### src/rtl/i2c_bit_ctrl_pkg.sv
// Shared definitions for the I2C bit engine and the byte controller above it:
// command codes, phase encoding, line-drive record and line-drive lookup.
package i2c_pkg;

  localparam logic [2:0] CMD_START = 3'd1;
  localparam logic [2:0] CMD_STOP  = 3'd2;
  localparam logic [2:0] CMD_WRITE = 3'd3;
  localparam logic [2:0] CMD_READ  = 3'd4;

  typedef enum logic [2:0] {
    IDLE = 3'd0,
    PH_A = 3'd1,
    PH_B = 3'd2,
    PH_C = 3'd3,
    PH_D = 3'd4
  } phase_e;

  // Open-drain drive enables: 1 pulls the line low, 0 releases it.
  typedef struct packed {
    logic scl_oe;
    logic sda_oe;
  } lines_t;

  function automatic logic cmd_known(input logic [2:0] cmd);
    return (cmd == CMD_START) || (cmd == CMD_STOP) ||
           (cmd == CMD_WRITE) || (cmd == CMD_READ);
  endfunction

  // Line drive for a command in a given phase; IDLE and "hold" keep cur.
  function automatic lines_t phase_lines(input logic [2:0] cmd, input phase_e ph,
                                         input logic din, input lines_t cur);
    lines_t l;
    l = cur;
    case (cmd)
      CMD_START: begin
        case (ph)
          PH_A, PH_B: begin l.sda_oe = 1'b0; l.scl_oe = 1'b0; end
          PH_C:       begin l.sda_oe = 1'b1; l.scl_oe = 1'b0; end
          PH_D:       begin l.sda_oe = 1'b1; l.scl_oe = 1'b1; end
          default:    l = cur;
        endcase
      end
      CMD_STOP: begin
        case (ph)
          PH_A:    begin l.sda_oe = 1'b1; l.scl_oe = 1'b1; end
          PH_B:    begin l.sda_oe = 1'b1; l.scl_oe = 1'b0; end
          PH_C:    begin l.sda_oe = 1'b0; l.scl_oe = 1'b0; end
          default: l = cur;
        endcase
      end
      CMD_WRITE, CMD_READ: begin
        l.sda_oe = (cmd == CMD_WRITE) ? ~din : 1'b0;
        case (ph)
          PH_A, PH_D: l.scl_oe = 1'b1;
          PH_B, PH_C: l.scl_oe = 1'b0;
          default:    l = cur;
        endcase
      end
      default: l = cur;
    endcase
    return l;
  endfunction

endpackage

### src/rtl/i2c_bit_ctrl_if.sv
// Command handshake and open-drain pad signals of the I2C bit engine.
interface i2c_bit_ctrl_if;
  logic       cmd_valid;
  logic       cmd_ready;
  logic [2:0] cmd;
  logic       cmd_din;
  logic       done;
  logic       dout;
  logic       arb_lost;
  logic       bus_busy;
  logic       scl_i;
  logic       sda_i;
  logic       scl_oe;
  logic       sda_oe;

  // Engine side.
  modport slave (
    input  cmd_valid, cmd, cmd_din, scl_i, sda_i,
    output cmd_ready, done, dout, arb_lost, bus_busy, scl_oe, sda_oe
  );

  // Byte controller side.
  modport master (
    output cmd_valid, cmd, cmd_din,
    input  cmd_ready, done, dout, arb_lost, bus_busy
  );
endinterface

### src/rtl/i2c_bit_ctrl_sync2.sv
// Two-flop synchronizer for an I2C pad input; resets to 1 (idle bus level).
module i2c_sync2 (
  input  logic clk,
  input  logic rst,
  input  logic d_i,
  output logic q_o
);
  logic [1:0] ff_q;

  // Shift the pad value through two flops.
  always_ff @(posedge clk or negedge rst) begin
    if (!rst) begin
      ff_q <= 2'b11;
    end else begin
      ff_q <= {ff_q[0], d_i};
    end
  end

  assign q_o = ff_q[1];
endmodule

### src/rtl/i2c_bit_ctrl.sv
// I2C bit engine: executes one START/STOP/WRITE/READ command as four
// prescaled quarter-period phases, with clock stretching and arbitration check.
module i2c_bit_ctrl #(
  parameter int unsigned CLK_DIV = 125
) (
  input  logic           clk,
  input  logic           rst,
  i2c_bit_ctrl_if.slave  bus
);
  import i2c_pkg::*;

  localparam logic [15:0] DIV_M1 = 16'(CLK_DIV - 32'd1);

  phase_e      state_q, state_d;
  logic [15:0] cnt_q, cnt_d;
  logic [2:0]  cmd_q, cmd_d;
  logic        din_q, din_d;
  lines_t      lines_q, lines_d;
  logic        ready_q, ready_d;
  logic        done_q, done_d;
  logic        arb_q, arb_d;
  logic        busy_q, busy_d;
  logic        sample_q, sample_d;
  logic        dout_q, dout_d;

  logic scl_s, sda_s;
  logic accept_s, stretch_s, arb_s;

  i2c_sync2 u_scl_sync (.clk(clk), .rst(rst), .d_i(bus.scl_i), .q_o(scl_s));
  i2c_sync2 u_sda_sync (.clk(clk), .rst(rst), .d_i(bus.sda_i), .q_o(sda_s));

  assign accept_s  = bus.cmd_valid & ready_q;
  // A released SCL that still reads low is being held by a slave.
  assign stretch_s = ((state_q == PH_B) || (state_q == PH_C)) && !lines_q.scl_oe && !scl_s;
  // We released SDA to send a 1 but somebody else is pulling it low.
  assign arb_s     = (state_q == PH_C) && (cmd_q == CMD_WRITE) && din_q && !sda_s;

  // Next-state, phase counter and output decode.
  always_comb begin
    state_d  = state_q;
    cnt_d    = cnt_q;
    cmd_d    = cmd_q;
    din_d    = din_q;
    done_d   = 1'b0;
    arb_d    = 1'b0;
    busy_d   = busy_q;
    sample_d = sample_q;
    dout_d   = dout_q;
    case (state_q)
      IDLE: begin
        if (accept_s) begin
          if (cmd_known(bus.cmd)) begin
            state_d = PH_A;
            cnt_d   = DIV_M1;
            cmd_d   = bus.cmd;
            din_d   = bus.cmd_din;
          end else begin
            done_d = 1'b1;
          end
        end else begin
          state_d = IDLE;
        end
      end
      PH_A, PH_B, PH_C, PH_D: begin
        if (arb_s) begin
          state_d = IDLE;
          arb_d   = 1'b1;
          busy_d  = 1'b0;
        end else if (stretch_s) begin
          cnt_d = cnt_q;
        end else if (cnt_q != 16'd0) begin
          cnt_d = cnt_q - 16'd1;
        end else begin
          cnt_d = DIV_M1;
          case (state_q)
            PH_A: state_d = PH_B;
            PH_B: state_d = PH_C;
            PH_C: begin
              state_d  = PH_D;
              sample_d = sda_s;
            end
            PH_D: begin
              state_d = IDLE;
              done_d  = 1'b1;
              if (cmd_q == CMD_START) begin
                busy_d = 1'b1;
              end else if (cmd_q == CMD_STOP) begin
                busy_d = 1'b0;
              end else begin
                busy_d = busy_q;
              end
              if (cmd_q == CMD_READ) begin
                dout_d = sample_q;
              end else begin
                dout_d = dout_q;
              end
            end
            default: state_d = IDLE;
          endcase
        end
      end
      default: state_d = IDLE;
    endcase

    // Lines are driven from the next phase so they switch with the boundary.
    if (arb_s) begin
      lines_d = '0;
    end else begin
      lines_d = phase_lines(cmd_d, state_d, din_d, lines_q);
    end
    ready_d = (state_d == IDLE);
  end

  // Phase state register.
  always_ff @(posedge clk or negedge rst) begin
    if (!rst) begin
      state_q <= IDLE;
    end else begin
      state_q <= state_d;
    end
  end

  // Counter, latched command and registered outputs.
  always_ff @(posedge clk or negedge rst) begin
    if (!rst) begin
      cnt_q    <= 16'd0;
      cmd_q    <= 3'd0;
      din_q    <= 1'b0;
      lines_q  <= '0;
      ready_q  <= 1'b1;
      done_q   <= 1'b0;
      arb_q    <= 1'b0;
      busy_q   <= 1'b0;
      sample_q <= 1'b0;
      dout_q   <= 1'b0;
    end else begin
      cnt_q    <= cnt_d;
      cmd_q    <= cmd_d;
      din_q    <= din_d;
      lines_q  <= lines_d;
      ready_q  <= ready_d;
      done_q   <= done_d;
      arb_q    <= arb_d;
      busy_q   <= busy_d;
      sample_q <= sample_d;
      dout_q   <= dout_d;
    end
  end

  assign bus.cmd_ready = ready_q;
  assign bus.done      = done_q;
  assign bus.arb_lost  = arb_q;
  assign bus.bus_busy  = busy_q;
  assign bus.dout      = dout_q;
  assign bus.scl_oe    = lines_q.scl_oe;
  assign bus.sda_oe    = lines_q.sda_oe;
endmodule

### src/flat_wrapper.sv
// flat-port wrapper written by rule: the top's interface ports become plain ports
module i2c_bit_ctrl_flat import i2c_pkg::*;
#(
  parameter int unsigned CLK_DIV = 125
)
  (clk, rst, bus_cmd_valid, bus_cmd, bus_cmd_din, bus_scl_i, bus_sda_i, bus_cmd_ready, bus_done, bus_dout, bus_arb_lost, bus_bus_busy, bus_scl_oe, bus_sda_oe);
  i2c_bit_ctrl_if bus_i ();
  input  logic clk;
  input  logic rst;
  input wire logic [$bits(bus_i.cmd_valid)-1:0] bus_cmd_valid;
  input wire logic [$bits(bus_i.cmd)-1:0] bus_cmd;
  input wire logic [$bits(bus_i.cmd_din)-1:0] bus_cmd_din;
  input wire logic [$bits(bus_i.scl_i)-1:0] bus_scl_i;
  input wire logic [$bits(bus_i.sda_i)-1:0] bus_sda_i;
  output wire logic [$bits(bus_i.cmd_ready)-1:0] bus_cmd_ready;
  output wire logic [$bits(bus_i.done)-1:0] bus_done;
  output wire logic [$bits(bus_i.dout)-1:0] bus_dout;
  output wire logic [$bits(bus_i.arb_lost)-1:0] bus_arb_lost;
  output wire logic [$bits(bus_i.bus_busy)-1:0] bus_bus_busy;
  output wire logic [$bits(bus_i.scl_oe)-1:0] bus_scl_oe;
  output wire logic [$bits(bus_i.sda_oe)-1:0] bus_sda_oe;
  assign bus_i.cmd_valid = bus_cmd_valid;
  assign bus_i.cmd = bus_cmd;
  assign bus_i.cmd_din = bus_cmd_din;
  assign bus_i.scl_i = bus_scl_i;
  assign bus_i.sda_i = bus_sda_i;
  assign bus_cmd_ready = bus_i.cmd_ready;
  assign bus_done = bus_i.done;
  assign bus_dout = bus_i.dout;
  assign bus_arb_lost = bus_i.arb_lost;
  assign bus_bus_busy = bus_i.bus_busy;
  assign bus_scl_oe = bus_i.scl_oe;
  assign bus_sda_oe = bus_i.sda_oe;
  i2c_bit_ctrl #(.CLK_DIV(CLK_DIV)) u_core (.clk(clk), .rst(rst), .bus(bus_i));
endmodule
### config.mk
export PLATFORM = sky130hd
export DESIGN_NAME = i2c_bit_ctrl_flat
export DESIGN_NICKNAME = d
export VERILOG_FILES = /design/src/rtl/i2c_bit_ctrl_pkg.sv /design/src/rtl/i2c_bit_ctrl_if.sv /design/src/rtl/i2c_bit_ctrl_sync2.sv /design/src/rtl/i2c_bit_ctrl.sv /design/src/flat_wrapper.sv
export SDC_FILE = /design/constraint.sdc
export NUM_CORES = 1
export LEC_CHECK = 0
export ABC_AREA = 1
export CAP_MARGIN = 20
export CORE_MARGIN = 4
export CORE_UTILIZATION = 38
export CTS_CLUSTER_SIZE = 25
export DETAILED_ROUTE_END_ITERATION = 12
export PLACE_DENSITY = 0.54
export SYNTH_ARGS = -nofsm -noshare
export SYNTH_HDL_FRONTEND = slang
export SYNTH_HIERARCHICAL = 1
export SYNTH_SLANG_ARGS = --single-unit
### constraint.sdc
create_clock -name clk -period 4.4 [get_ports clk]
set_clock_uncertainty 0.05 [all_clocks]
set_input_delay 0.88 -clock clk [delete_from_list [all_inputs] [get_ports clk]]
set_output_delay 0.88 -clock clk [all_outputs]
set_load 0.02 [all_outputs]
* Word level (Yosys, flattened, before mapping) *
Cells that the tools add are included.

operators by class
  muxes and demuxes = 41
  $add $sub $neg = 1
  equal/unequal tests = 30
  reductions and logical operators = 31
  bitwise gates (word level) = 5

operators with widths
  operator                 count
  $mux W16                 5
  $pmux W16 S2             1
  $eq A3 B2 Y1 const B     10
  $mux W3                  8
  $mux W1                  19
  $pmux W2 S3              3
  $reduce_bool A16 Y1      1
  $sub A16 B1 Y16 const B  1
  $eq A3 B1 Y1 const B     5
  $eq A3 B3 Y1 const B     5
  $reduce_and A5 Y1        3
  $pmux W3 S3              1
  $reduce_and A4 Y1        2
  $reduce_or A2 Y1         4
  $reduce_or A4 Y1         2
  $logic_not A3 Y1         2
  $ne A2 B1 Y1 const B     3
  $ne A2 B2 Y1 const B     3
  $pmux W3 S2              1
  $reduce_and A6 Y1        1
  $logic_and A1 B1 Y1      5
  $ne A5 B1 Y1 const B     1
  $ne A5 B2 Y1 const B     1
  $logic_or A1 B1 Y1       4
  other kinds (10)         17

word-level totals
  bits in registers = 35
  output and inout port bits = 7
  logic and storage cells = 122
  input port bits = 9

* Logic depth before layout (Yosys ltp) *
Gate-level depths: netlist of run 1.

  depth in word-level cells = 12
  mapped depth = 16
  depth with buffers taken out = 16

* By module *
The synthesis of run 1 kept the hierarchy.

by module, submodules not included
  module        cells each  instances  sequential area each (µm²)  area each (µm²)
  i2c_bit_ctrl  264         1          777.0                       1,964.4
  i2c_sync2     2           2          52.6                        52.6

* Least setup slack after synthesis of run 1 *
Ideal clock, no wire load.

  kind = in2reg
  start = input port bus_cmd[1]
  end = register u_core.lines_q (netlist bit u_core/bus.sda_oe)
  cell stages on the path = 12
  setup time = 0.117 ns
  buffers on the path = 0
  required time = 4.233 ns
  arrival = 1.939 ns
  path slack = 2.294 ns
  path through = o21ai_1 -> nand2_2 -> nand2_4 -> nand2_1 -> nand2_2 -> nand2_2 -> nor2_1 -> inv_1 -> nand2_1 -> a21oi_1 -> nand2_1 -> nand2_1

between the ends
  word-level cells in the longest chain between the ends = 12
  elaborated cells on any way between the ends = 39
  those cells by class = eq/ne (15); mux (15); bitwise (1); reduce/logical (8)

RTL lines
  what                                          RTL line                                                                text
  from (decl)                                   flat_wrapper.sv:11                                                      input wire logic [$bits(bus_i.cmd)-1:0] bus_cmd;
  $eq A3 B1 Y1 or $eq A3 B2 Y1 (tied branches)  i2c_bit_ctrl_pkg.sv:25                                                  return (cmd == CMD_START) || (cmd == CMD_STOP) ||
  $logic_or A1 B1 Y1 (2 in a row)               i2c_bit_ctrl_pkg.sv:25
  $logic_or A1 B1 Y1                            i2c_bit_ctrl_pkg.sv:26                                                  (cmd == CMD_WRITE) || (cmd == CMD_READ);
  $mux W3 or $mux W1 (tied branches)            i2c_bit_ctrl.sv:52                                                      if (cmd_known(bus.cmd)) begin
  $mux W3 or $mux W1 (tied branches)            i2c_bit_ctrl.sv:51                                                      if (accept_s) begin
  $pmux W3 S2, or another cell as far along     i2c_bit_ctrl.sv:49                                                      case (state_q)
  $eq A3 B1 Y1, or another cell as far along    i2c_bit_ctrl_pkg.sv:36, i2c_bit_ctrl_pkg.sv:44, i2c_bit_ctrl_pkg.sv:53
  $reduce_or A2 Y1 or $mux W1 (tied branches)   i2c_bit_ctrl_pkg.sv:36, i2c_bit_ctrl_pkg.sv:52
  $pmux W2 S3 or $mux W1 (tied branches)        i2c_bit_ctrl_pkg.sv:36, i2c_bit_ctrl_pkg.sv:53
  $pmux W2 S3                                   i2c_bit_ctrl_pkg.sv:34                                                  case (cmd)
  $mux W2                                       i2c_bit_ctrl.sv:106                                                     if (arb_s) begin
  to (signal assigned)                          i2c_bit_ctrl.sv:140                                                     lines_q <= lines_d;
  to (decl)                                     i2c_bit_ctrl.sv:18                                                      lines_t lines_q, lines_d;

Parallel ways exist; a longest one is shown, timed or not. The select of a mux whose other input is x is not followed.
A chain may end at the register's enable or synchronous reset.

* Worst setup path after layout of run 1 *
  start = input port bus_cmd[1]
  end = register u_core.cnt_q[15]

between the ends
  word-level cells in the longest chain between the ends = 6
  elaborated cells on any way between the ends = 9
  those cells by class = eq/ne (5); reduce/logical (4)

RTL lines
  what                                          RTL line                text
  $eq A3 B1 Y1 or $eq A3 B2 Y1 (tied branches)  i2c_bit_ctrl_pkg.sv:25
  $logic_or A1 B1 Y1 (2 in a row)               i2c_bit_ctrl_pkg.sv:25
  $logic_or A1 B1 Y1 *                          i2c_bit_ctrl_pkg.sv:26
  $ne A2 B1 Y1 (no source line) *               n/a
  $reduce_and A5 Y1 (no source line) *          n/a
  to (signal assigned)                          i2c_bit_ctrl.sv:137     cnt_q <= cnt_d;
  to (decl)                                     i2c_bit_ctrl.sv:15      logic [15:0] cnt_q, cnt_d;

Mark *: on every way between the ends. The rest lies on a longest branch, timed or not.

==> flow_results.org, run 1 <==
** Yosys
- Number of register bits inferred by synthesis :: 35
- Dominant combinational cell family by area after synthesis :: simple AND/OR/NAND/NOR gates
- Of all cell types, the one taking the most synthesized area is sky130_fd_sc_hd__dfrtp_1.
- Xor/xnor share of the synthesized area :: 0.423%
- Summing the areas of all compound-gate instances in the mapped netlist gives 8.59% of the synthesized area.
- Post-Synthesis Net Count :: 278
- Async set or reset register ratio after synthesis :: 100%
- In this run, distinct cell masters in the synthesized netlist total 33.
- Area fraction in and, or, nand and nor cells after synthesis :: 40.7%
- Sequential element share of the synthesized area :: 42.6%
- The cell count after synthesis came out at 268.
- In this run, synthesis inferred 0 flip-flops with an integrated enable.
- Largest cells by area after synthesis :: sky130_fd_sc_hd__dfrtp_1 36%, sky130_fd_sc_hd__nand2_1 11%, sky130_fd_sc_hd__dfstp_2 6.3%
- Proportion of synthesized area in mux cells :: 0%
- Each instance of the synthesized netlist takes up on average 7.72 sq um.
- Among all flip-flop cells after synthesis, the most frequent one is sky130_fd_sc_hd__dfrtp_1.
- Top cell type's share of synthesized area :: 36.3%
- The synthesized netlist occupies a cell area of 2070 sq um.
- Adder-cell share of the synthesized area :: 0.605%
- Syn. warnings :: 6

** Final layout
- Count of antenna diodes in the layout :: 0
- Once layout is complete, the cells apart from fillers number 360.
- The filler cells instantiated in the layout total 552.
- The final layout contains 299 nets.
- The post-route netlist has 18.3% of its cells at a drive strength greater than 1.
- Area Overhead vs Synth :: 15.5%
- After routing the design area is 2390 sq um.

** Power and ir drop
- Power spread over the standard cell area amounts to 251 nW/um^2.
- Lkg Pwr :: 1.21 nW
- Max IR drop VDD :: 0.000105 V

** Routing
- Detailed routing placed a total of 133 microns of wire on met3.
- For this run, the detailed router's first-pass iteration total came to 4.
- For this run, design rule violations remaining after detail routing come to 0.
- Routed met1 length :: 2.00 mm
- Wire segments on met2 add up to 2.13 mm in the final route.
- Detailed-route vias per instance :: 4.83
- For this block, the routed nets add up to 4.34 mm of wire.
- Dividing the detail-routed wire length by the instance count gives 12.1 microns.
- Detailed Route Iter0 Violations :: 35
- Post-DRT Antenna Nets :: 0
- DR top layer :: met4
- The final route contains 1738 vias.

** Run status
- The flow ran to the end, and the final reports show no timing, DRC or antenna violations.

** Clocking
- Number of gates resized after cts :: 0
- CTS clk-pin slew, worst paths :: 0.07 ns
- Insertion delay of the later-clocked pin in the worst-skew pair :: 0.28 ns
- No sink is reached through more buffers than the 2 on the longest clock path.
- H-Tree Depth :: 2
- Post-CTS timing repair inserted 0 buffers for setup.
- TritonCTS created 5 clock buffers.
- In this run, post-CTS hold repair placed 0 buffers.
- For this design, the sink count on the clock tree is 35.
- TritonCTS built the clock tree.
- The cell sitting at the root of the clock tree is a sky130_fd_sc_hd__clkbuf_8.

** Placed design
- Instance area after placement :: 2290 sq um
- The congestion estimate from routability-driven global placement came to 0.796.
- The HPWL after detailed placement is 3.30 mm.
- During placement, the flow inserted port buffers numbering 15.
- Once placement completed, the tool counted placed cells totaling 352.

** Worst setup path
- STA classifies the critical path startpoint as an input port.
- The worst setup path is of the input port to flip-flop kind.
- Along the worst path, the maximum fanout reaches 11.
- Data on the critical path is required at its endpoint by 4.53 ns.
- Arrival time at the worst endpoint :: 2.66 ns
- Critical path endpoint category :: flip-flop

** Timing
- Relative slew margins :: 46.3%
- Final slew viol count :: 0
- Final cycle utilization of the critical path :: 57.5%
- Endpoints failing hold :: 0
- Setup repair after global routing left no endpoint under its margin.
- For the finished layout, the period the worst path requires is 2.53 ns.
- Setup-failing EPs final :: 0
- Timing would allow up to 395 MHz.
- Fin Setup TNS :: 0 ns
- Measured slew at the worst slew-check pin :: 0.806 ns

** Die
- Std-Cell Rows :: 26
- After floorplanning, the core was sized to cover 5200 sq um.
- The die covers 6690 sq um.
- From bottom edge to top edge, the die measures 81.8 microns.
- Effective utilization at floorplan :: 39.8%
- Width of the chip :: 81.8 microns
- During I/O placement, the number of pins put on the boundary was 16.

** GRT
- Vias in the first global route :: 1722
- Total gr overflow :: 0
- Wire length of the first global-routing pass :: 7.96 mm
- The number of antenna violations at the first check in global routing came to 0.
- Across every metal layer, demand over resource in global routing totals 15.4%.
- Largest net degree at the start of global routing :: 36

** Flow run
- # Max-Cap Violations :: 0

** Min path
- In this run the worst hold path is classified as flip-flop to flip-flop.
## registers in the layout, indices dropped and copies added, names as in the netlist
signal / flops
u_core/cmd_q: 3
u_core/bus.scl_oe: 1
u_core/bus.bus_busy: 1
u_core/bus.sda_oe: 1
u_core/bus.dout: 1
u_core/u_scl_sync/ff_q: 2
u_core/sample_q: 1
u_core/cnt_q: 16
u_core/u_sda_sync/ff_q: 2
u_core/din_q: 1
u_core/bus.done: 1
u_core/state_q: 3
u_core/bus.cmd_ready: 1
u_core/bus.arb_lost: 1
## report_power, final
group / leakage (nW) / switching (mW) / internal [mW]
Clock: 0.0515 / 0.115 / 0.143
Sequential: 0.409 / 0.000499 / 0.325
Combinational: 0.750 / 0.0106 / 0.00692
Total: 1.21 / 0.127 / 0.475
## worst paths after layout
kind,endpoint,slack (ns),cells after the start,from
min in group asynchronous,u_core/cnt_q[4],0.64,1,rst
max,u_core/cnt_q[15],1.87,12,bus_cmd[1]
max in group asynchronous,u_core/bus.bus_busy,3.17,1,rst
min,u_core/u_scl_sync/ff_q[1],0.31,0,u_core/u_scl_sync/ff_q[0]
max reg2reg,u_core/bus.sda_oe,2.30,15,u_core/cnt_q[0]
min reg2reg,u_core/u_scl_sync/ff_q[1],0.31,0,u_core/u_scl_sync/ff_q[0]
## routing by layer
metal  GRT usage [%]  vias to the layer above
met5               0                        -
met1            19.0                      797
met3            3.29                        8
li1                -                      909
met4            5.48                        0
met2            26.3                       24
## synthesized netlist by cell type, types with 5 or more instances
master,instances
sky130_fd_sc_hd__a21oi_1,9
sky130_fd_sc_hd__dfrtp_1,30
sky130_fd_sc_hd__dfstp_2,5
sky130_fd_sc_hd__inv_1,31
sky130_fd_sc_hd__inv_2,5
sky130_fd_sc_hd__nand2_1,59
sky130_fd_sc_hd__nand2_2,12
sky130_fd_sc_hd__nand3_1,21
sky130_fd_sc_hd__nor2_1,35
sky130_fd_sc_hd__nor2_2,6
sky130_fd_sc_hd__nor3_1,5
sky130_fd_sc_hd__o21ai_0,8
## per-stage QoR
step	util, %	power (mW)	hold WS [ns]	worst slack, ns
floorplan	-	0.335	0.295	2.29
CTS	45.9	0.613	0.308	1.87
detailed placement	44.0	0.350	0.297	1.56
finish	45.9	0.601	0.307	1.87
global placement	44.0	0.349	0.297	1.63
global route	45.9	0.633	0.310	1.65
## area by class of cell
cell class / instances / area [sq um] / area share [%]
Clock buffer: 8 / 100 / 4.19
Inverter: 36 / 135 / 5.65
Multi-Input combinational cell: 196 / 1040 / 43.5
Sequential cell: 35 / 882 / 36.9
Tap cell: 70 / 87.6 / 3.66
Timing Repair Buffer: 15 / 145 / 6.07
## placed cells by master (no fill, tap or decap), drive strengths merged, types with 2 or more instances in the layout
cell type,count
nor3b,2
dfstp,5
nor4,4
nor2,46
nor3,6
dfrtp,30
nand3b,2
o21ai,12
a31oi,2
o21a,3
clkbuf,8
nand4,3
a21oi,11
nand2,72
o22ai,2
nand3,27
clkdlybuf4s50,14
inv,36
## critical path, cell delays in order
cell and delay, ns:
sky130_fd_sc_hd__clkdlybuf4s50_1 0.45, sky130_fd_sc_hd__nor2_1 0.12, sky130_fd_sc_hd__nand2_1 0.07, sky130_fd_sc_hd__nand2_2 0.14
sky130_fd_sc_hd__nand2_4 0.11, sky130_fd_sc_hd__nand2_2 0.23, sky130_fd_sc_hd__inv_1 0.14, sky130_fd_sc_hd__nor2_2 0.13
sky130_fd_sc_hd__nand2_1 0.09, sky130_fd_sc_hd__nor2_1 0.12, sky130_fd_sc_hd__a21oi_1 0.08, sky130_fd_sc_hd__o21a_1 0.10
## logic make-up (layout without fill, tap and decap cells)
logic type / after synthesis / after routing
AND/OR/NAND/NOR: 163 / 163
buffers and inverters: 37 / 59
adder cells (fa/ha/maj): 1 / 1
AO/OA/AOI/OAI: 31 / 31
flip-flops: 35 / 35
XOR/XNOR: 1 / 1
Note: power is estimated with default switching activity, not from simulation.
==> run 2: changes to the inputs <==
Clock period 4.4 ns to 2.5 ns, I/O delays scaled along.
==> flow_results.org, run 2 (synthesized netlist as in run 1, its figures left out) <==
** Flow run
- # Max-Cap Violations :: 0 (unchanged)

** Routing
- The count of unresolved DRC violations after routing came to 0 (unchanged).
- The detailed-route vias per instance was 4.87 (was 4.83).
- Detailed Route Iter0 Violations :: 59 (was 35)
- The average wire per cell in the routed design was 11.9 microns (was 12.1 microns).
- Number of vias in the routed layout :: 1757 (was 1738)
- Post-DRT Antenna Nets :: 0 (unchanged)
- The number of iterations in the first detailed-routing pass came to 5 (was 4).
- The final wirelength came to 4.31 mm (was 4.34 mm).

** Worst setup path
- The depth of the worst register-to-register path came to 15 (unchanged).
- The capturing point of the worst reg2reg path was u_core/bus.sda_oe (unchanged).
- Worst reg2reg setup slack :: 0.41 ns (was 2.30 ns)
- CP max stage cell :: sky130_fd_sc_hd__clkdlybuf4s50_1 (unchanged)
- The critical path's top delay family is simple AND/OR/NAND/NOR gates (unchanged).
- The combined buffer and inverter count along the critical path was 2 (unchanged).
- The launch instance of the worst register-to-register path is u_core/cnt_q[0] (unchanged).
- Critical-path cell list :: clkdlybuf4s50_1, nor2_1, nand2_1, nand2_2, nand2_4, nand2_2, inv_1, nor2_2, nand2_1, nor2_1, a21oi_1, o21a_1 (unchanged)
- Maximum single-stage delay on the critical path :: 0.45 ns (about the same)
- Arrival time at the worst endpoint :: 2.23 ns (was 2.66 ns)
- The sort of element at the start of the critical path is an input port (unchanged).
- Worst Path Required :: 2.63 ns (was 4.53 ns)
- The largest fanout of any net on the critical path is 11 (unchanged).
- The nature of the critical path endpoint was a flip-flop (unchanged).
- The kind of critical path is input port to flip-flop (unchanged).

** Timing
- Final slew viol count :: 0 (unchanged)
- The number of setup violations in the final report came to 0 (unchanged).
- The final critical path takes up 84.2% of the cycle.
- Setup repair after global routing missed its margin: false (unchanged).
- The worst slack on hold paths came to 0.247 ns (was 0.307 ns).
- The slew of the pin with the lowest slew margin was 0.790 ns (was 0.806 ns).
- Endpoints failing hold :: 0 (unchanged)
- After layout, the minimum clock period comes to 2.10 ns.
- The final total negative setup slack was 0 ns (unchanged).
- Relative slew margins :: 47.3% (was 46.3%)
- Fmax :: 475 MHz

** Die
- The core region area came to 5200 sq um (unchanged).
- Effective utilization at floorplan :: 39.8% (unchanged)
- The total number of placement rows was 26 (unchanged).
- The horizontal extent of the die was 81.8 microns (unchanged).
- Floorplan die area :: 6690 sq um (unchanged)
- The I/O pin count came to 16 (unchanged).
- The y dimension of the die came to 81.8 microns (unchanged).

** GRT
- Largest net degree at the start of global routing :: 36 (unchanged)
- The total global routing overflow is 0 (unchanged).
- Vias in the first global route :: 1726 (was 1722)
- The number of antenna violations at the first check in global routing came to 0 (unchanged).
- The global-route total usage across every layer came to 14.5% (was 15.4%).
- The global-route wire length before repair came to 7.49 mm (was 7.96 mm).

** Clocking
- # clock sinks :: 35 (unchanged)
- CTS Buf Count :: 5 (unchanged)
- Insertion delay of the later-clocked pin in the worst-skew pair :: 0.28 ns (about the same)
- The buffers inserted during post-CTS setup optimization came to 0 (unchanged).
- Number of gates resized after cts :: 0 (unchanged)
- CTS clk-pin slew, worst paths :: 0.07 ns (about the same)
- H-Tree Depth :: 2 (unchanged)
- The buffer cell driving the clock tree root is sky130_fd_sc_hd__clkbuf_8 (unchanged).
- TritonCTS clock tree :: done (unchanged)
- Count of hold buffers inserted by post-cts repair :: 0 (unchanged)
- Buffer levels on the longest clock path :: 2 (unchanged)

** Min path
- Path class of the lowest-slack min-delay path :: input port to asynchronous set/reset pin (was flip-flop to flip-flop)

** Placed design
- The final weighted congestion in routability-driven placement was 0.795 (was 0.796).
- The post-detailed-placement half-perimeter wirelength was 3.25 mm (was 3.30 mm).
- The total of buffers placed on input and output ports came to 15 (unchanged).

** Final layout
- The share of cells above drive strength 1 is 18.6% (was 18.3%).
- Area Overhead vs Synth :: 15.9% (was 15.5%)
- The number of flip-flops in the largest register came to 16 (unchanged).
- Commonest cells after routing, fill and taps aside: 59 x sky130_fd_sc_hd__nand2_1, 35 x sky130_fd_sc_hd__nor2_1, 31 x sky130_fd_sc_hd__inv_1 (unchanged).
- The commonest non-fill, non-tap cell in the layout is sky130_fd_sc_hd__nand2_1 (unchanged).
- The net count reported at finish came to 300 (was 299).
- Most flop-heavy register :: u_core/cnt_q (unchanged)
- Count of antenna diodes in the layout :: 0 (unchanged)
- Top Registers :: u_core/cnt_q x16, u_core/cmd_q x3, u_core/state_q x3 (unchanged)

** Power and ir drop
- The total power per unit cell area was 440 nW/um^2 (was 251 nW/um^2).
- The cell leakage power was 1.22 nW (was 1.21 nW).
- The maximum vdd ir drop was 0.000274 V (was 0.000105 V).

** Run status
- Outcome :: complete, no violations (unchanged)
-- run 2: cell count changes in the layout (fill, tap and decap cells not counted), sizes merged --
cell | previous run | this run
buf | 1 | 2
-- run 2: final cells by class --
type / count / area (sq um)
tap: 70 / 87.6
inverter: 36 / 135
clock buffer: 8 / 100
sequential: 35 / 882
fill: 500 / 2810
timing repair buffer: 16 / 153
multi-input combinational: 196 / 1040
-- run 2: worst max path at each step --
stage | cells after the start | to | start | slack, ns
after floorplan | 15 | u_core/bus.sda_oe | u_core/cnt_q[0] | 0.69
after global placement | 12 | u_core/cnt_q[15] | bus_cmd[1] | 0.14
after detailed placement | 12 | u_core/cnt_q[15] | bus_cmd[1] | 0.09
after CTS | 12 | u_core/cnt_q[15] | bus_cmd[1] | 0.40
after global routing | 15 | u_core/bus.sda_oe | u_core/cnt_q[0] | 0.13
final | 12 | u_core/cnt_q[15] | bus_cmd[1] | 0.40
-- run 2: stage by stage --
| step | total power [mW] | setup WS (ns) | util [%] | cell area [sq um] | std cells |
|---|---|---|---|---|---|
| final | 1.06 | 0.396 | 46.1 | 2400 | 361 |
| after global routing | 1.10 | 0.130 | 46.1 | 2400 | 361 |
| after CTS | 1.07 | 0.398 | 46.1 | 2400 | 361 |
| after detailed placement | 0.616 | 0.0905 | 44.2 | 2300 | 353 |
| after global placement | 0.615 | 0.145 | 44.2 | 2300 | 353 |
| after floorplan | 0.589 | 0.685 | - | 2070 | 268 |
-- run 2: report_power, final --
group,total [mW],internal [mW],switching (mW)
sequential,0.573,0.572,0.00101
combinational,0.0306,0.0122,0.0184
clock,0.452,0.252,0.200
total,1.06,0.836,0.220
-- run 2: routing by layer --
metal | vias up | GRT usage, % | routed length (microns)
met1 | 819 | 17.9 | 1990
met5 | - | 0 | 0
met3 | 7 | 2.96 | 146
met4 | 0 | 6.64 | 75
met2 | 28 | 24.3 | 2090
li1 | 903 | - | -
